--- config.mk ---
export PLATFORM = sky130hd
export DESIGN_NAME = nios_pb_xfer_engine
export DESIGN_NICKNAME = d
export VERILOG_FILES = /design/src/rtl/nios_pb_pkg.sv /design/src/rtl/nios_pb_xfer_engine_watchdog.sv /design/src/rtl/nios_pb_xfer_engine.sv
export SDC_FILE = /design/constraint.sdc
export NUM_CORES = 1
export LEC_CHECK = 0
export ABC_AREA = 0
export BUFFER_PORTS_ARGS = -buffer_cell sky130_fd_sc_hd__buf_2
export CAP_MARGIN = 20
export CELL_PAD_IN_SITES_DETAIL_PLACEMENT = 1
export CELL_PAD_IN_SITES_GLOBAL_PLACEMENT = 1
export CORE_MARGIN = 2
export CORE_UTILIZATION = 30
export CTS_BUF_LIST = sky130_fd_sc_hd__clkbuf_16
export CTS_CLUSTER_SIZE = 8
export DETAILED_ROUTE_END_ITERATION = 8
export PLACE_DENSITY = 0.71
export SYNTH_ARGS = -nofsm -noshare
export SYNTH_HDL_FRONTEND = slang
export SYNTH_HIERARCHICAL = 1
export SYNTH_SLANG_ARGS = --single-unit
--- constraint.sdc ---
create_clock -name clk -period 6.2 [get_ports clk]
set_input_delay 1.24 -clock clk [delete_from_list [all_inputs] [get_ports clk]]
set_output_delay 1.24 -clock clk [all_outputs]
set_load 0.02 [all_outputs]
--- src/rtl/nios_pb_pkg.sv ---
// Shared PIO bit map, FSM encoding and mode constants for the packet-buffer <-> NIOS transfer engine.
package nios_pb_pkg;

    // nios_in bit positions (engine -> NIOS)
    localparam int DATA_LSB   = 0;
    localparam int VALID_BIT  = 16;
    localparam int DIR_BIT    = 17;
    localparam int WRACK_BIT  = 18;
    localparam int DONE_BIT   = 30;
    localparam int REQ_BIT    = 31;

    // nios_out bit positions (NIOS -> engine)
    localparam int NVALID_BIT = 16;
    localparam int RDY_BIT    = 30;
    localparam int ACK_BIT    = 31;

    localparam logic MODE_PB2NIOS = 1'b0;
    localparam logic MODE_NIOS2PB = 1'b1;

    localparam logic [31:0] NIOS_IN_RST = 32'h0000_FFFF;

    typedef enum logic [3:0] {
        S_IDLE,
        S_ARM,
        S_REQ,
        S_RD_ADDR,
        S_RD_PIPE,
        S_RD_ACK,
        S_WR_WAIT,
        S_WR_REL,
        S_DONE
    } state_t;

endpackage

--- src/rtl/nios_pb_xfer_engine_watchdog.sv ---
// Per-state stall counter: counts enabled cycles since the last state change and flags the LIMIT-th one.
module xfer_watchdog #(
    parameter int LIMIT = 65535
) (
    input  logic clk,
    input  logic rst,
    input  logic clear,
    input  logic en,
    output logic expire
);
    localparam int CW = $clog2(LIMIT + 1);

    logic [CW-1:0] cnt_reg;
    logic [CW-1:0] base;

    // A state change restarts the count in the same cycle, so the first cycle of a state is cycle 1.
    assign base   = clear ? '0 : cnt_reg;
    assign expire = en && (base == CW'(LIMIT - 1));

    always_ff @(posedge clk) begin
        if (rst) begin
            cnt_reg <= '0;
        end else if (en) begin
            cnt_reg <= base + 1'b1;
        end else begin
            cnt_reg <= base;
        end
    end
endmodule

--- src/rtl/nios_pb_xfer_engine.sv ---
// Bidirectional word mover between the packet-buffer RAM and the NIOS PIO handshake pair.
// Optional stall watchdog enabled by defining XFER_TIMEOUT_EN.
module nios_pb_xfer_engine
    import nios_pb_pkg::*;
#(
    parameter int DATA_W         = 16,
    parameter int ADDR_W         = 9,
    parameter int RD_LATENCY     = 1,
    parameter int TIMEOUT_CYCLES = 65535
) (
    input  logic              clk,
    input  logic              rst,
    input  logic              do_transfer,
    input  logic              mode,
    input  logic [ADDR_W:0]   xfer_len,
    output logic [ADDR_W-1:0] pb_address,
    output logic              pb_wren,
    output logic [DATA_W-1:0] pb_data,
    input  logic [DATA_W-1:0] pb_q,
    output logic [31:0]       nios_in,
    input  logic [31:0]       nios_out,
    output logic              transferred,
    output logic              busy,
    output logic [ADDR_W:0]   words_done,
    output logic              error
);
    localparam logic [ADDR_W:0] MAX_LEN = {1'b1, {ADDR_W{1'b0}}};
    localparam int              LW      = (RD_LATENCY > 1) ? $clog2(RD_LATENCY) : 1;
    localparam logic [LW-1:0]   LAT_LAST = LW'(RD_LATENCY - 1);

    state_t            state_reg;
    logic              mode_reg;
    logic [ADDR_W:0]   len_reg;
    logic [ADDR_W:0]   words_reg;
    logic [ADDR_W:0]   words_inc;
    logic [ADDR_W:0]   len_clamped;
    logic [ADDR_W-1:0] pb_address_reg;
    logic              pb_wren_reg;
    logic [DATA_W-1:0] pb_data_reg;
    logic [31:0]       nios_in_reg;
    logic              transferred_reg;
    logic              busy_reg;
    logic [LW-1:0]     lat_reg;
    logic              unused_bits;

    assign len_clamped = (xfer_len > MAX_LEN) ? MAX_LEN : xfer_len;
    assign words_inc   = words_reg + 1'b1;
    assign unused_bits = &{1'b0, nios_out[29:17], (TIMEOUT_CYCLES > 0)};

`ifdef XFER_TIMEOUT_EN
    state_t state_last_reg;
    logic   error_reg;
    logic   wd_clear;
    logic   wd_en;
    logic   wd_expire;

    always_ff @(posedge clk) begin
        if (rst) begin
            state_last_reg <= S_IDLE;
        end else begin
            state_last_reg <= state_reg;
        end
    end

    assign wd_clear = (state_reg != state_last_reg);
    assign wd_en    = state_reg inside {S_REQ, S_RD_ADDR, S_RD_ACK, S_WR_WAIT, S_WR_REL};

    xfer_watchdog #(.LIMIT(TIMEOUT_CYCLES)) u_watchdog (
        .clk    (clk),
        .rst    (rst),
        .clear  (wd_clear),
        .en     (wd_en),
        .expire (wd_expire)
    );

    assign error = error_reg;
`else
    assign error = 1'b0;
`endif

    always_ff @(posedge clk) begin
        if (rst) begin
            state_reg       <= S_IDLE;
            mode_reg        <= MODE_PB2NIOS;
            len_reg         <= '0;
            words_reg       <= '0;
            pb_address_reg  <= '0;
            pb_wren_reg     <= 1'b0;
            pb_data_reg     <= '0;
            nios_in_reg     <= NIOS_IN_RST;
            transferred_reg <= 1'b1;
            busy_reg        <= 1'b0;
            lat_reg         <= '0;
`ifdef XFER_TIMEOUT_EN
            error_reg       <= 1'b0;
`endif
        end else begin
            pb_wren_reg <= 1'b0;
            case (state_reg)
                S_IDLE: begin
                    if (do_transfer) state_reg <= S_ARM;
                end
                S_ARM: begin
                    // Launch on the falling side of the strobe; mode/len are frozen here.
                    if (!do_transfer) begin
                        mode_reg             <= mode;
                        len_reg              <= len_clamped;
                        words_reg            <= '0;
                        transferred_reg      <= 1'b0;
                        busy_reg             <= 1'b1;
                        nios_in_reg[DIR_BIT] <= mode;
`ifdef XFER_TIMEOUT_EN
                        error_reg            <= 1'b0;
`endif
                        if (len_clamped == '0) begin
                            nios_in_reg[DONE_BIT] <= 1'b1;
                            state_reg             <= S_DONE;
                        end else begin
                            nios_in_reg[REQ_BIT] <= 1'b1;
                            state_reg            <= S_REQ;
                        end
                    end
                end
                S_REQ: begin
                    if (nios_out[RDY_BIT]) begin
                        nios_in_reg[REQ_BIT] <= 1'b0;
                        state_reg <= (mode_reg == MODE_NIOS2PB) ? S_WR_WAIT : S_RD_ADDR;
                    end
                end
                S_RD_ADDR: begin
                    if (!nios_out[ACK_BIT]) begin
                        pb_address_reg <= words_reg[ADDR_W-1:0];
                        lat_reg        <= '0;
                        state_reg      <= S_RD_PIPE;
                    end
                end
                S_RD_PIPE: begin
                    if (lat_reg == LAT_LAST) begin
                        nios_in_reg[DATA_LSB +: 16] <= 16'(pb_q);
                        nios_in_reg[VALID_BIT]      <= 1'b1;
                        state_reg                   <= S_RD_ACK;
                    end else begin
                        lat_reg <= lat_reg + 1'b1;
                    end
                end
                S_RD_ACK: begin
                    if (nios_out[ACK_BIT]) begin
                        nios_in_reg[VALID_BIT] <= 1'b0;
                        words_reg              <= words_inc;
                        if (words_inc == len_reg) begin
                            nios_in_reg[DONE_BIT] <= 1'b1;
                            state_reg             <= S_DONE;
                        end else begin
                            state_reg <= S_RD_ADDR;
                        end
                    end
                end
                S_WR_WAIT: begin
                    if (nios_out[NVALID_BIT]) begin
                        pb_data_reg            <= nios_out[DATA_LSB +: DATA_W];
                        pb_address_reg         <= words_reg[ADDR_W-1:0];
                        pb_wren_reg            <= 1'b1;
                        nios_in_reg[WRACK_BIT] <= 1'b1;
                        state_reg              <= S_WR_REL;
                    end
                end
                S_WR_REL: begin
                    if (!nios_out[NVALID_BIT]) begin
                        nios_in_reg[WRACK_BIT] <= 1'b0;
                        words_reg              <= words_inc;
                        if (words_inc == len_reg) begin
                            nios_in_reg[DONE_BIT] <= 1'b1;
                            state_reg             <= S_DONE;
                        end else begin
                            state_reg <= S_WR_WAIT;
                        end
                    end
                end
                S_DONE: begin
                    nios_in_reg[DONE_BIT] <= 1'b0;
                    transferred_reg       <= 1'b1;
                    busy_reg              <= 1'b0;
                    state_reg             <= S_IDLE;
                end
                default: state_reg <= S_IDLE;
            endcase
`ifdef XFER_TIMEOUT_EN
            // Abort overrides whatever the state logic decided this cycle.
            if (wd_expire) begin
                error_reg         <= 1'b1;
                nios_in_reg[31:16] <= '0;
                pb_wren_reg       <= 1'b0;
                transferred_reg   <= 1'b1;
                busy_reg          <= 1'b0;
                state_reg         <= S_IDLE;
            end
`endif
        end
    end

    assign pb_address  = pb_address_reg;
    assign pb_wren     = pb_wren_reg;
    assign pb_data     = pb_data_reg;
    assign nios_in     = nios_in_reg;
    assign transferred = transferred_reg;
    assign busy        = busy_reg;
    assign words_done  = words_reg;
endmodule

======== Yosys cells after proc, flatten, opt, wreduce, memory -nomap -nowiden ========
Index checks and enable logic that the tools add are counted.
word-level totals
  bits in registers ....................... 74
  input port bits ......................... 62
  output and inout bits ................... 71
  word-level logic and storage cells ...... 107
operators by class
  $add $sub $neg .......................... 2
  order comparisons ....................... 1
  equal/unequal tests ..................... 19
  multiplexer cells ....................... 44
  bitwise logic cells ..................... 3
  reduce and logical (&&, ||, !) cells .... 23
operators with widths
  kind                                                    number
  two-way mux 4 bit                                       11
  two-way mux 10 bit                                      4
  one-hot mux 4 bit (8 select lines)                      1
  one-hot mux 10 bit (3 select lines)                     1
  inequality test 2 bit (second input constant)           10
  two-way mux 9 bit                                       2
  one-hot mux 9 bit (2 select lines)                      1
  two-way mux 17 bit                                      1
  equality test 4 x 3 -> 1 bit (second input constant)    4
  two-way mux 1 bit                                       14
  one-hot mux 1 bit (2 select lines)                      6
  nonzero test 2 bit                                      6
  adder 10 x 1 -> 10 bit (second input constant)          1
  equality test 10 bit                                    1
  greater-than comparator 10 bit (second input constant)  1
  logical NOT 10 bit                                      1
  AND reduction 2 bit                                     5
  AND reduction 3 bit                                     3
  equality test 4 x 2 -> 1 bit (second input constant)    2
  AND reduction 4 bit                                     2
  AND reduction 8 bit                                     1
  AND reduction 5 bit                                     1
  equality test 4 x 1 -> 1 bit (second input constant)    1
  equality test 4 bit (second input constant)             1
  other kinds (9)                                         11

======== Logic depth before layout (Yosys ltp) ========
  word-level depth ........................ 6
  mapped depth ............................ 8

======== Worst setup path before layout ========
OpenSTA, ideal clock, no wires.
  kind .................................... in2reg
  start ................................... input port do_transfer
  end ..................................... register state_reg[2]
  library setup time ...................... 0.116 ns
  data arrival time ....................... 2.338 ns
  required time ........................... 6.084 ns
  path slack .............................. 3.746 ns
  stages .................................. 6
  path buffers ............................ 0
  cells stage by stage .................... nor2b_1 o311ai_0 o211ai_1 o211ai_1 o21ai_0 a41o_1
between the ends
  longest elaborated chain between the ends .. 2
  elaborated cells between the ends (all ways) .. 3
ends and longest elaborated chain
  item                               line                        text
  start: declaration                 nios_pb_xfer_engine.sv:13   input logic do_transfer,
  inequality test 2 bit (no line)    -
  AND reduction 8 bit (no line) (*)  -
  end signal: assignment             nios_pb_xfer_engine.sv:127  state_reg <= (mode_reg == MODE_NIOS2PB) ? S_WR_WAIT : S_RD_ADDR;
  end: declaration                   nios_pb_xfer_engine.sv:31   state_t state_reg;
Every way passes the cells marked *; elsewhere a longest branch is shown, timed or not.
A chain may end at the register's enable or synchronous reset.

======== Final worst setup path ========
  start ................................... register words_reg[0] (netlist: words_done[0])
  end ..................................... register state_reg[2]
between the ends
  longest elaborated chain between the ends .. 5
ends and longest elaborated chain
  item                                line                        text
  start: declaration                  nios_pb_xfer_engine.sv:34   logic [ADDR_W:0] words_reg;
  start signal: assignment            nios_pb_xfer_engine.sv:149  words_reg <= words_inc;
  start signal: assignment            nios_pb_xfer_engine.sv:170  words_reg <= words_inc;
  adder 10 x 1 -> 10 bit              nios_pb_xfer_engine.sv:47   assign words_inc = words_reg + 1'b1;
  equality test 10 bit                nios_pb_xfer_engine.sv:171  if (words_inc == len_reg) begin
  two-way mux 4 bit                   nios_pb_xfer_engine.sv:171
  two-way mux 4 bit                   nios_pb_xfer_engine.sv:168  if (!nios_out[NVALID_BIT]) begin
  one-hot mux 4 bit (8 select lines)  nios_pb_xfer_engine.sv:99   case (state_reg)
No other way between the ends. The select of a mux whose other input is x is not followed.

==> metrics.cfg <==
[placement]
gp_congestion = 0.766
dp_slack_ps = 3400
dp.cells = 638
place_hpwl_um = 7140
place_area_mm2 = 0.00404
portBuffers = 107

[drt]
vias_per_cell = 5.02
route.vias.total = 3278
avgRoutedWirePerCell_um = 15.2
drcViolationCount = 0
drtPass1Iterations = 4
drt_iter0_drc = 98
routed_wirelength_um = 9950
ant_nets = 0

[floorplan]
ioPinCount = 133
die_y_um = 112
start_util_pct = 30.8
design.core.area_mm2 = 0.0114
die_w_um = 112
dieArea_mm2 = 0.0126
rows = 39

[clocking]
cts_tree = built
root_buffer = clkbuf_16
htreeDepth = 3
clkSinkCount = 73
postCtsHoldBufs = 0
clk_latency_ps = 340
cts_resized = 0
postCtsSetupRepairBufs = 0
clock_path_buffers = 2
numCtsBuffers = 9
clkSlewWorstSetupHoldPaths_ps = 60

[critical_path]
crit_chain = ha_1, nand3_1, xnor2_1, a2111oi_4, nand4_2, or3_4, a41o_1
endpoint_kind = flop
crit_arrival_ps = 2930
r2r_start = words_done[0]
worst-r2r-cell-count = 7
crit_fanout = 10
max_stage_delay_ps = 560
crit_family = simple AND/OR/NAND/NOR gates
crit_start = words_done[0]
worstSetupStartpointType = flop
crit_type = reg -> reg
r2r-end = state_reg[2]
endpoint = state_reg[2]
reg2reg_slack_ps = 3510
critPathSlowestCell = dfxtp_1
cp.required_ps = 6440
cp.depth = 7
critical_path_buf_inv_count = 0

[pwr]
intPower_mw = 0.912
power_frac_comb_pct = 20.5
vdd_drop_max_mv = 0.133
clkPwrFrac_pct = 38.6
seq_power_share_pct = 41.0
p_sw_share_pct = 31.5
p_per_area_mw_per_mm2 = 308
p_sw_mw = 0.419
leakagePower_nw = 1.68
finalPower_mw = 1.33

[timing]
worst_pin_slew_ps = 1040
fin_crit_ps = 2690
rsz0062_at_grt = no
timing.fmax_mhz = 372
setup_tns_ps = 0
finalHoldViolations = 0
worst_clock_skew_ps = 7.02
relSlewSlack_pct = 30.2
setup_viol = 0
setup_slack_ps = 3510
whs_ps = 457
maxSlewViolCount = 0
timing.final.crit_share_pct = 43.4

[min_path]
min-delay-start = transferred
holdCritPathClass = reg -> reg

[global_routing]
antenna_found_initial = 0
grt_max_degree = 73
grt_use_total_pct = 16.2
overflow = 0
grt_pass1_wl_um = 16400
grt_pass1_vias = 3341

[cells_and_area]
finish.instance_area_mm2 = 0.00432
syn2layout_area_growth_pct = 22.9
final_util_pct = 37.9
fin_nets = 569
drive_above_1_share_pct = 26.1
num_antenna_cells = 0
finalNonFillerCells = 653
largest_reg_flops = 21

[yosys]
ys_warn_count = 6
synth_area_per_cell_um2 = 8.46
async_flop_share_pct = 0
synthFlopType = dfxtp_1
yosysTopAreaCell = dfxtp_1
synth.top_cell.area_share_pct = 41.5
yosysUniqueCellTypes = 49
synth_most_common_cell = dfxtp_1
syn_area_mm2 = 0.00352
synthTopCellsByArea = dfxtp_1 42%, a21oi_1 6.4%, nand2_1 6.2%
ys_seq_elements = 73
syn-instance-count = 416
yosysSeqAreaShare_pct = 41.5
synth_commonest_cells = 73 x dfxtp_1, 58 x nand2_1, 45 x a21oi_1, 31 x nor2_1, 21 x nor2b_1
synth-edff-count = 0

[run]
maxCapViolations = 0

[status]
outcome = finished, final reports clean

## final cells by class
class,instances,area [um2]
clock buffers,9,225
clock inverters,6,61.3
fillers,1426,7100
inverters,3,11.3
multi-input cells,308,1820
flip-flops and latches,73,1460
well taps,143,179
repair buffers,111,566
## logic make-up (layout without fill, tap and decap cells)
logic type	after synthesis	after routing	synth area share, %
AOI/OAI and AO/OA	102	102	19.1
buffers and inverters	46	129	8.21
muxes	12	12	3.41
adders and majority gates	1	1	0.356
and+or+nand+nor	170	170	24.2
DFF	73	73	41.5
xor gates and xnor gates	11	11	3.13
other	1	12	0.107
## layout by cell type, fill, tap and decap left out, drive strengths merged, types with 2 or more instances in the layout
cell type	instances
a211o	16
a21oi	45
a31oi	4
a41o	2
and2	3
buf	111
clkbuf	9
clkinv	2
clkinvlp	2
conb	12
dfxtp	73
inv	4
mux2i	12
nand2	58
nand2b	5
nand3	12
nand3b	11
nand4	4
nor2	32
nor2b	21
nor3	9
nor3b	2
nor4	6
o211ai	2
o21a	4
o21ai	15
o31ai	2
or3	4
or4	2
xnor2	6
xor2	4
## metal layers
layer	GRT usage, %	wire [um]
met2	29.0	5190
met4	6.91	187
met5	0	0
met3	4.00	392
met1	18.4	4180
## how the worst min path moves through the flow
| stage | end | slack (ps) | cells after the start |
|---|---|---|---|
| global placement | transferred | 440 | 2 |
| global route | transferred | 480 | 2 |
| CTS | pb_data[5] | 460 | 2 |
| finish | transferred | 460 | 2 |
| floorplan | len_reg[0] | 440 | 2 |
| detailed placement | pb_data[5] | 450 | 2 |
## tightest hold or removal path: stages, from the launching register on
cell and delay (ps):
dfxtp_1 310, nand2_1 50, nand2_1 50
## power by group through the flow
stage / clock network [mW] / registers (mW) / logic (mW)
floorplan: 0 / 0.551 / 0.206
global placement: 0 / 0.553 / 0.263
detailed placement: 0 / 0.554 / 0.273
CTS: 0.525 / 0.545 / 0.274
global route: 0.546 / 0.552 / 0.301
finish: 0.513 / 0.545 / 0.272
Power figures use the tool's default switching activity.
